**config.mk**
```make
export PLATFORM = sky130hd
export DESIGN_NAME = axis_pack_writer
export DESIGN_NICKNAME = d
export VERILOG_FILES = /design/src/rtl/axis_pack_pkg.sv /design/src/rtl/axis_pack_writer_out_reg.sv /design/src/rtl/axis_pack_writer.sv
export SDC_FILE = /design/constraint.sdc
export NUM_CORES = 2
export LEC_CHECK = 0
export ABC_AREA = 1
export CAP_MARGIN = 20
export CORE_MARGIN = 2
export CORE_UTILIZATION = 30
export CTS_BUF_LIST = sky130_fd_sc_hd__clkbuf_16
export DETAILED_ROUTE_END_ITERATION = 6
export DONT_BUFFER_PORTS = 1
export GPL_TIMING_DRIVEN = 0
export MAX_ROUTING_LAYER = met4
export PLACE_DENSITY = 0.5
export SLEW_MARGIN = 40
export SYNTH_ARGS = -nofsm -noshare
export SYNTH_HDL_FRONTEND = slang
export SYNTH_SLANG_ARGS = --single-unit
export TNS_END_PERCENT = 100
```
**constraint.sdc**
```tcl
create_clock -name m_axis_aclk -period 2.65 [get_ports m_axis_aclk]
set_clock_uncertainty 0.1 [all_clocks]
set_input_delay 0.6625 -clock m_axis_aclk [delete_from_list [all_inputs] [get_ports m_axis_aclk]]
set_output_delay 0.6625 -clock m_axis_aclk [all_outputs]
set_load 0.005 [all_outputs]
```
**src/rtl/axis_pack_pkg.sv**
```systemverilog
// Shared definitions for the AXIS item packer: geometry helpers, keep-mask
// builder and FSM state encoding.
package axis_pack_pkg;

    // Widest tkeep the mask helper can build (tdata up to 2048 bits).
    localparam int unsigned MAX_KEEP_W = 256;

    // FSM states
    localparam logic [0:0] S_FILL  = 1'b0;
    localparam logic [0:0] S_FLUSH = 1'b1;

    // Items per beat
    function automatic int unsigned items_f(input int unsigned data_w,
                                            input int unsigned item_w);
        return data_w / item_w;
    endfunction

    // Byte enables per beat
    function automatic int unsigned keep_w_f(input int unsigned data_w);
        return data_w / 8;
    endfunction

    // Byte-enable mask covering lanes 0..cnt-1
    function automatic logic [MAX_KEEP_W-1:0] lane_keep_f(input int unsigned cnt,
                                                          input int unsigned lane_bytes);
        logic [MAX_KEEP_W-1:0] mask;
        mask = '0;
        for (int unsigned b = 0; b < MAX_KEEP_W; b++) begin
            if (b < cnt * lane_bytes) mask[b] = 1'b1;
        end
        return mask;
    endfunction

endpackage

```
**src/rtl/axis_pack_writer_out_reg.sv**
```systemverilog
// Output holding register for the packer: one AXIS beat plus its sideband.
// Loads only when the caller has established the slot is free or draining,
// so contents stay frozen while valid && !ready.
module axis_out_reg #(
    parameter int unsigned DataW = 512,
    parameter int unsigned KeepW = 64
) (
    input  logic             clk_i,
    input  logic             rst_ni,
    input  logic             load_i,
    input  logic [DataW-1:0] data_i,
    input  logic [KeepW-1:0] keep_i,
    input  logic             last_i,
    input  logic             flush_i,
    input  logic             ready_i,
    output logic             valid_o,
    output logic [DataW-1:0] data_o,
    output logic [KeepW-1:0] keep_o,
    output logic             last_o,
    output logic             flush_o
);

    logic             valid_q, valid_d;
    logic [DataW-1:0] data_q, data_d;
    logic [KeepW-1:0] keep_q, keep_d;
    logic             last_q, last_d;
    logic             flush_q, flush_d;

    // Load a new beat, retire an accepted one, otherwise hold
    always_comb begin
        valid_d = valid_q;
        data_d  = data_q;
        keep_d  = keep_q;
        last_d  = last_q;
        flush_d = flush_q;
        if (load_i) begin
            valid_d = 1'b1;
            data_d  = data_i;
            keep_d  = keep_i;
            last_d  = last_i;
            flush_d = flush_i;
        end else if (ready_i) begin
            valid_d = 1'b0;
        end
    end

    // State registers
    always_ff @(posedge clk_i or negedge rst_ni) begin
        if (!rst_ni) begin
            valid_q <= 1'b0;
            data_q  <= '0;
            keep_q  <= '0;
            last_q  <= 1'b0;
            flush_q <= 1'b0;
        end else begin
            valid_q <= valid_d;
            data_q  <= data_d;
            keep_q  <= keep_d;
            last_q  <= last_d;
            flush_q <= flush_d;
        end
    end

    assign valid_o = valid_q;
    assign data_o  = data_q;
    assign keep_o  = keep_q;
    assign last_o  = last_q;
    assign flush_o = flush_q;

endmodule

```
**src/rtl/axis_pack_writer.sv**
```systemverilog
// Packs FIFO items into full-width AXIS beats. An accumulator collects items
// lane by lane; a full (or flushed) accumulator moves into the output register
// so intake continues while the stream is stalled.
module axis_pack_writer
    import axis_pack_pkg::*;
#(
    parameter int unsigned C_AXIS_TDATA_WIDTH = 512,
    parameter int unsigned C_SORTER_BIT_WIDTH = 32,
    parameter int unsigned C_DROP_ZERO        = 1,
    parameter int unsigned C_BEATS_PER_PKT    = 0
) (
    input  logic                                m_axis_aclk,
    input  logic                                m_axis_aresetn,
    output logic                                m_axis_tvalid,
    input  logic                                m_axis_tready,
    output logic [C_AXIS_TDATA_WIDTH-1:0]       m_axis_tdata,
    output logic [C_AXIS_TDATA_WIDTH/8-1:0]     m_axis_tkeep,
    output logic                                m_axis_tlast,
    input  logic                                read_fifo_out,
    input  logic [C_SORTER_BIT_WIDTH-1:0]       out_fifo_item,
    output logic                                fifo_out_i_deq,
    input  logic                                flush_req,
    output logic                                flush_done,
    output logic [31:0]                         beat_count
);

    localparam int unsigned ITEMS      = items_f(C_AXIS_TDATA_WIDTH, C_SORTER_BIT_WIDTH);
    localparam int unsigned KEEP_W     = keep_w_f(C_AXIS_TDATA_WIDTH);
    localparam int unsigned S          = C_SORTER_BIT_WIDTH;
    localparam int unsigned LANE_BYTES = C_SORTER_BIT_WIDTH / 8;
    localparam int unsigned CNT_W      = $clog2(ITEMS + 1);
    localparam logic [CNT_W-1:0] CNT_FULL = CNT_W'(ITEMS);

    logic [C_AXIS_TDATA_WIDTH-1:0] acc_q, acc_d;
    logic [CNT_W-1:0]              cnt_q, cnt_d;
    logic [0:0]                    state_q, state_d;
    logic [31:0]                   pkt_q, pkt_d;
    logic [31:0]                   beat_q, beat_d;

    logic                  ovalid, olast, oflush;
    logic                  bubble, full, move, deq, full_last, load_last, handshake;
    logic [MAX_KEEP_W-1:0] keep_wide;
    logic [KEEP_W-1:0]     load_keep;

    // Move/dequeue decisions for this cycle
    always_comb begin
        bubble    = (C_DROP_ZERO != 0) && (out_fifo_item == '0);
        full      = (cnt_q == CNT_FULL);
        move      = (full || state_q == S_FLUSH) && (!ovalid || m_axis_tready);
        deq       = (state_q == S_FILL) && read_fifo_out && (bubble || !full || move);
        full_last = (C_BEATS_PER_PKT != 0) && full
                    && (pkt_q == 32'(C_BEATS_PER_PKT - 1));
        load_last = (state_q == S_FLUSH) || full_last;
        keep_wide = lane_keep_f(32'(cnt_q), LANE_BYTES);
        load_keep = keep_wide[KEEP_W-1:0];
        handshake = ovalid && m_axis_tready;
    end

    // Accumulator: clear on move, then place a same-cycle item into the freed lane
    always_comb begin
        acc_d = acc_q;
        cnt_d = cnt_q;
        if (move) begin
            acc_d = '0;
            cnt_d = '0;
        end
        if (deq && !bubble) begin
            for (int unsigned k = 0; k < ITEMS; k++) begin
                if (CNT_W'(k) == cnt_d) acc_d[k*S +: S] = out_fifo_item;
            end
            cnt_d = cnt_d + CNT_W'(1);
        end
    end

    // FSM and per-packet full-beat counter
    always_comb begin
        state_d = state_q;
        pkt_d   = pkt_q;
        if (state_q == S_FILL) begin
            if (flush_req) state_d = S_FLUSH;
            if (move)      pkt_d   = full_last ? 32'd0 : pkt_q + 32'd1;
        end else if (move) begin
            state_d = S_FILL;
            pkt_d   = 32'd0;
        end
        beat_d = handshake ? beat_q + 32'd1 : beat_q;
    end

    // State registers
    always_ff @(posedge m_axis_aclk or negedge m_axis_aresetn) begin
        if (!m_axis_aresetn) begin
            acc_q   <= '0;
            cnt_q   <= '0;
            state_q <= S_FILL;
            pkt_q   <= '0;
            beat_q  <= '0;
        end else begin
            acc_q   <= acc_d;
            cnt_q   <= cnt_d;
            state_q <= state_d;
            pkt_q   <= pkt_d;
            beat_q  <= beat_d;
        end
    end

    axis_out_reg #(
        .DataW (C_AXIS_TDATA_WIDTH),
        .KeepW (KEEP_W)
    ) u_out_reg (
        .clk_i   (m_axis_aclk),
        .rst_ni  (m_axis_aresetn),
        .load_i  (move),
        .data_i  (acc_q),
        .keep_i  (load_keep),
        .last_i  (load_last),
        .flush_i (state_q == S_FLUSH),
        .ready_i (m_axis_tready),
        .valid_o (ovalid),
        .data_o  (m_axis_tdata),
        .keep_o  (m_axis_tkeep),
        .last_o  (olast),
        .flush_o (oflush)
    );

    assign m_axis_tvalid  = ovalid;
    assign m_axis_tlast   = olast;
    assign fifo_out_i_deq = deq;
    assign flush_done     = handshake && oflush;
    assign beat_count     = beat_q;

endmodule

```
==> results.ini <==
[outcome]
run_status = complete, but fails checks
violations = negative hold slack

[sta]
fin_ws_ps = 57.88
slew_violations = 0
rsz0062_at_grt = true
tightest_slew_ps = 843.6
min_period_over_period_pct = 97.82
slew_headroom_pct = 43.70
setup_violations = 0
setup_tns_ps = 0
fmax_mhz = 385.8
whs_ps = -532.3
fin_crit_ps = 2592
finalHoldViolCount = 258

[clock_tree]
cts_buffer_depth = 3
cts_made_buffers = 120
clkSinkCount = 1080
cts_tree = done
root_buffer = clkbuf_16
ctsHtreeMaxLevel = 3
cts_hold_buf = 1
clk_latency_ps = 800
cts.clk_slew.worst_paths_ps = 60

[layout]
multi_input_comb_area_mm2 = 0.01435
fill_cells = 15710
fin_nets = 5596
seq_area_mm2 = 0.02703
drive_gt1_share_pct = 10.29
syn_to_final_growth_pct = 16.41

[die]
start_util_pct = 30.26
die_w_um = 393.1
core.rowCount = 142
ioPinCount = 649
die-area_mm2 = 0.1546
die_y_um = 393.1
core_area_mm2 = 0.1501

[global_routing]
antenna_found_initial = 26
grt_overflow = 0
grtUsageTotal_pct = 24.30
grt_pass1_wl_mm = 259.1
grt_max_degree = 141
grt_pass1_vias = 34420

[route]
dr.pass1.iters = 6
wirelength_mm = 185.9
num_vias = 36340
via_per_inst = 4.729
dr.first_iter.drc_count = 2904
wire_per_inst_um = 24.18
drc = 0
postRouteAntennaNets = 0

[synthesis]
synth_top_area_share_pct = 59.49
synth-edff-count = 0
ys.flop_type = dfrtp_1
synth_area_per_cell_um2 = 8.399
postSynthCellCount = 5409
ys_types = 35
synth_fp_nets = 5448
synth.cell_area_mm2 = 0.04543
synth_seq_cells = 1080
synth_common_cells = 1701 x nand2_1, 1080 x dfrtp_1, 606 x o21ai_0, 572 x inv_1, 539 x nor2_1
synthArstFlopShare_pct = 100.0
synthTopCellsByArea = dfrtp_1 59%, nand2_1 14%, o21ai_0 6.7%
yosysMostFrequentCell = nand2_1
synth_top_area_cell = dfrtp_1
synth_seq_area_share_pct = 59.49
yosys_warnings = 0

[power_and_ir_drop]
power.total_uw = 45120
vdd_drop_max_v = 0.0006690
p_comb_share_pct = 22.7
p_clk_share_pct = 36.9
cellLeakagePower_uw = 0.02578
seqPwrFrac_pct = 40.3
p_switching_uw = 16300
power-per-cell-area_mw_per_mm2 = 853.2
p_int_uw = 28830
switching_share_pct = 36.11

[setup_path]
crit_required_ps = 1890
crit_arrival_ps = 1830
cp-start-kind = flop
cp_max_fo = 3
critical_path_class = flop to output port
crit_path_end_kind = output port

[placement]
dp_hpwl_mm = 128.6
post-place-ws_ps = -1001
numPortBuffers = 0
routabilityCongestion = 0.8654

[job]
cap_violations = 0

[min_path]
worstHoldPathType = input pin to asynchronous set/reset pin

## power groups by stage
stage / Sequential [µW] / Clock [µW] / Combinational (µW)
2_1_floorplan: 18100 / 0 / 5540
3_3_place_gp: 18500 / 0 / 9600
3_5_place_dp: 18500 / 0 / 10100
4_1_cts: 18200 / 17000 / 10300
5_1_grt: 18300 / 17700 / 11200
6_report: 18200 / 16700 / 10300
## critical path: stages, from the launching register on
cell and delay [ps]:
dfrtp_2 510, inv_2 40, or2_4 300, nor2_4 140
a21oi_4 100
## path summary, 6_finish.rpt
path / to / cells past startpoint / startpoint / slack, ps
hold reg to reg: u_out_reg.data_o[122] / 2 / acc_q[122] / 370
hold / removal: u_out_reg.data_o[268] / 0 / m_axis_aresetn / -530
setup / recovery: fifo_out_i_deq / 4 / u_out_reg.valid_o / 60
max in group asynchronous: acc_q[333] / 4 / m_axis_aresetn / 400
setup reg to reg: acc_q[219] / 10 / u_out_reg.valid_o / 130
min in group m_axis_aclk: u_out_reg.valid_o / 2 / m_axis_tready / 130
## final cells by class
| type | instances | area share, % |
|---|---|---|
| sequential | 1080 | 51.10 |
| inverter | 577 | 4.100 |
| buffer | 398 | 4.228 |
| clock inverter | 102 | 1.701 |
| timing repair buffer | 29 | 1.221 |
| antenna | 13 | 0.06151 |
| multi-input combinational | 3351 | 27.14 |
| clock buffer | 120 | 5.678 |
| tap | 2016 | 4.769 |
## flip-flops by register name, summed over array words and instances (netlist names)
| signal | cells |
|---|---|
| u_out_reg.flush_o | 1 |
| u_out_reg.data_o | 512 |
| acc_q | 512 |
| u_out_reg.valid_o | 1 |
| load_last | 1 |
| beat_count | 32 |
| cnt_q | 5 |
| u_out_reg.keep_o | 16 |
## per-stage QoR
stage | std cells | area, µm² | utilization (%)
after floorplan | 5409 | 45430 | -
after detailed placement | 7442 | 48490 | 32.30
after global routing | 7685 | 52880 | 35.23
final | 7686 | 52890 | 35.23
after global placement | 7425 | 47950 | 31.94
after CTS | 7667 | 52630 | 35.06
## layer usage
| metal | vias to the layer above | part of all wire [%] | wire length (µm) | GRT usage [%] |
|---|---|---|---|---|
| li1 | 16940 | - | - | - |
| met1 | 17820 | 42 | 77870 | 30.74 |
| met2 | 1265 | 45 | 83520 | 36.35 |
| met3 | 326 | 8.6 | 15910 | 7.097 |
| met4 | 0 | 4.6 | 8548 | 9.955 |
| met5 | - | 0 | 0 | - |
## cell families after synthesis
| logic type | count (synthesis) | share of synthesized area (%) |
|---|---|---|
| buffers and inverters | 978 | 9.135 |
| xor gates and xnor gates | 30 | 0.5784 |
| and+or+nand+nor | 2625 | 23.04 |
| adders and majority gates | 2 | 0.05507 |
| DFF | 1080 | 59.49 |
| AOI/OAI and AO/OA | 694 | 7.698 |
## cells in the final DEF (no fill, tap or decap), types with 3 or more instances in the layout
cell and instances:
clkbuf_1 61, clkinvlp_4 10, buf_4 63, bufinv_16 10
clkbuf_16 122, clkinv_4 3, nand2_2 12, buf_12 4
buf_2 176, nor2_2 5, clkbuf_2 48, nor2_4 11
o21ai_0 606, nand2_1 1698, clkinv_16 6, buf_6 13
xor2_1 16, nor3_1 12, inv_1 590, clkbuf_4 35
dfrtp_1 1079, nand2_4 3, clkinv_2 21, buf_16 15
inv_2 5, buf_8 3, o21ai_1 76, xnor2_1 14
nand4_1 9, diode_2 13, nor2_1 532, nand3_2 4
buf_1 5, nand3_1 332, clkinv_1 31
## timing repair
action	4_1_cts	5_1_grt
setup buffers	3	5
resized for setup	56	79
endpoints found under the setup margin	1144	466
gates cloned	1	2
pin swaps	3	5
hold endpoints to repair	259	258
Note: power is estimated with default switching activity, not from simulation.
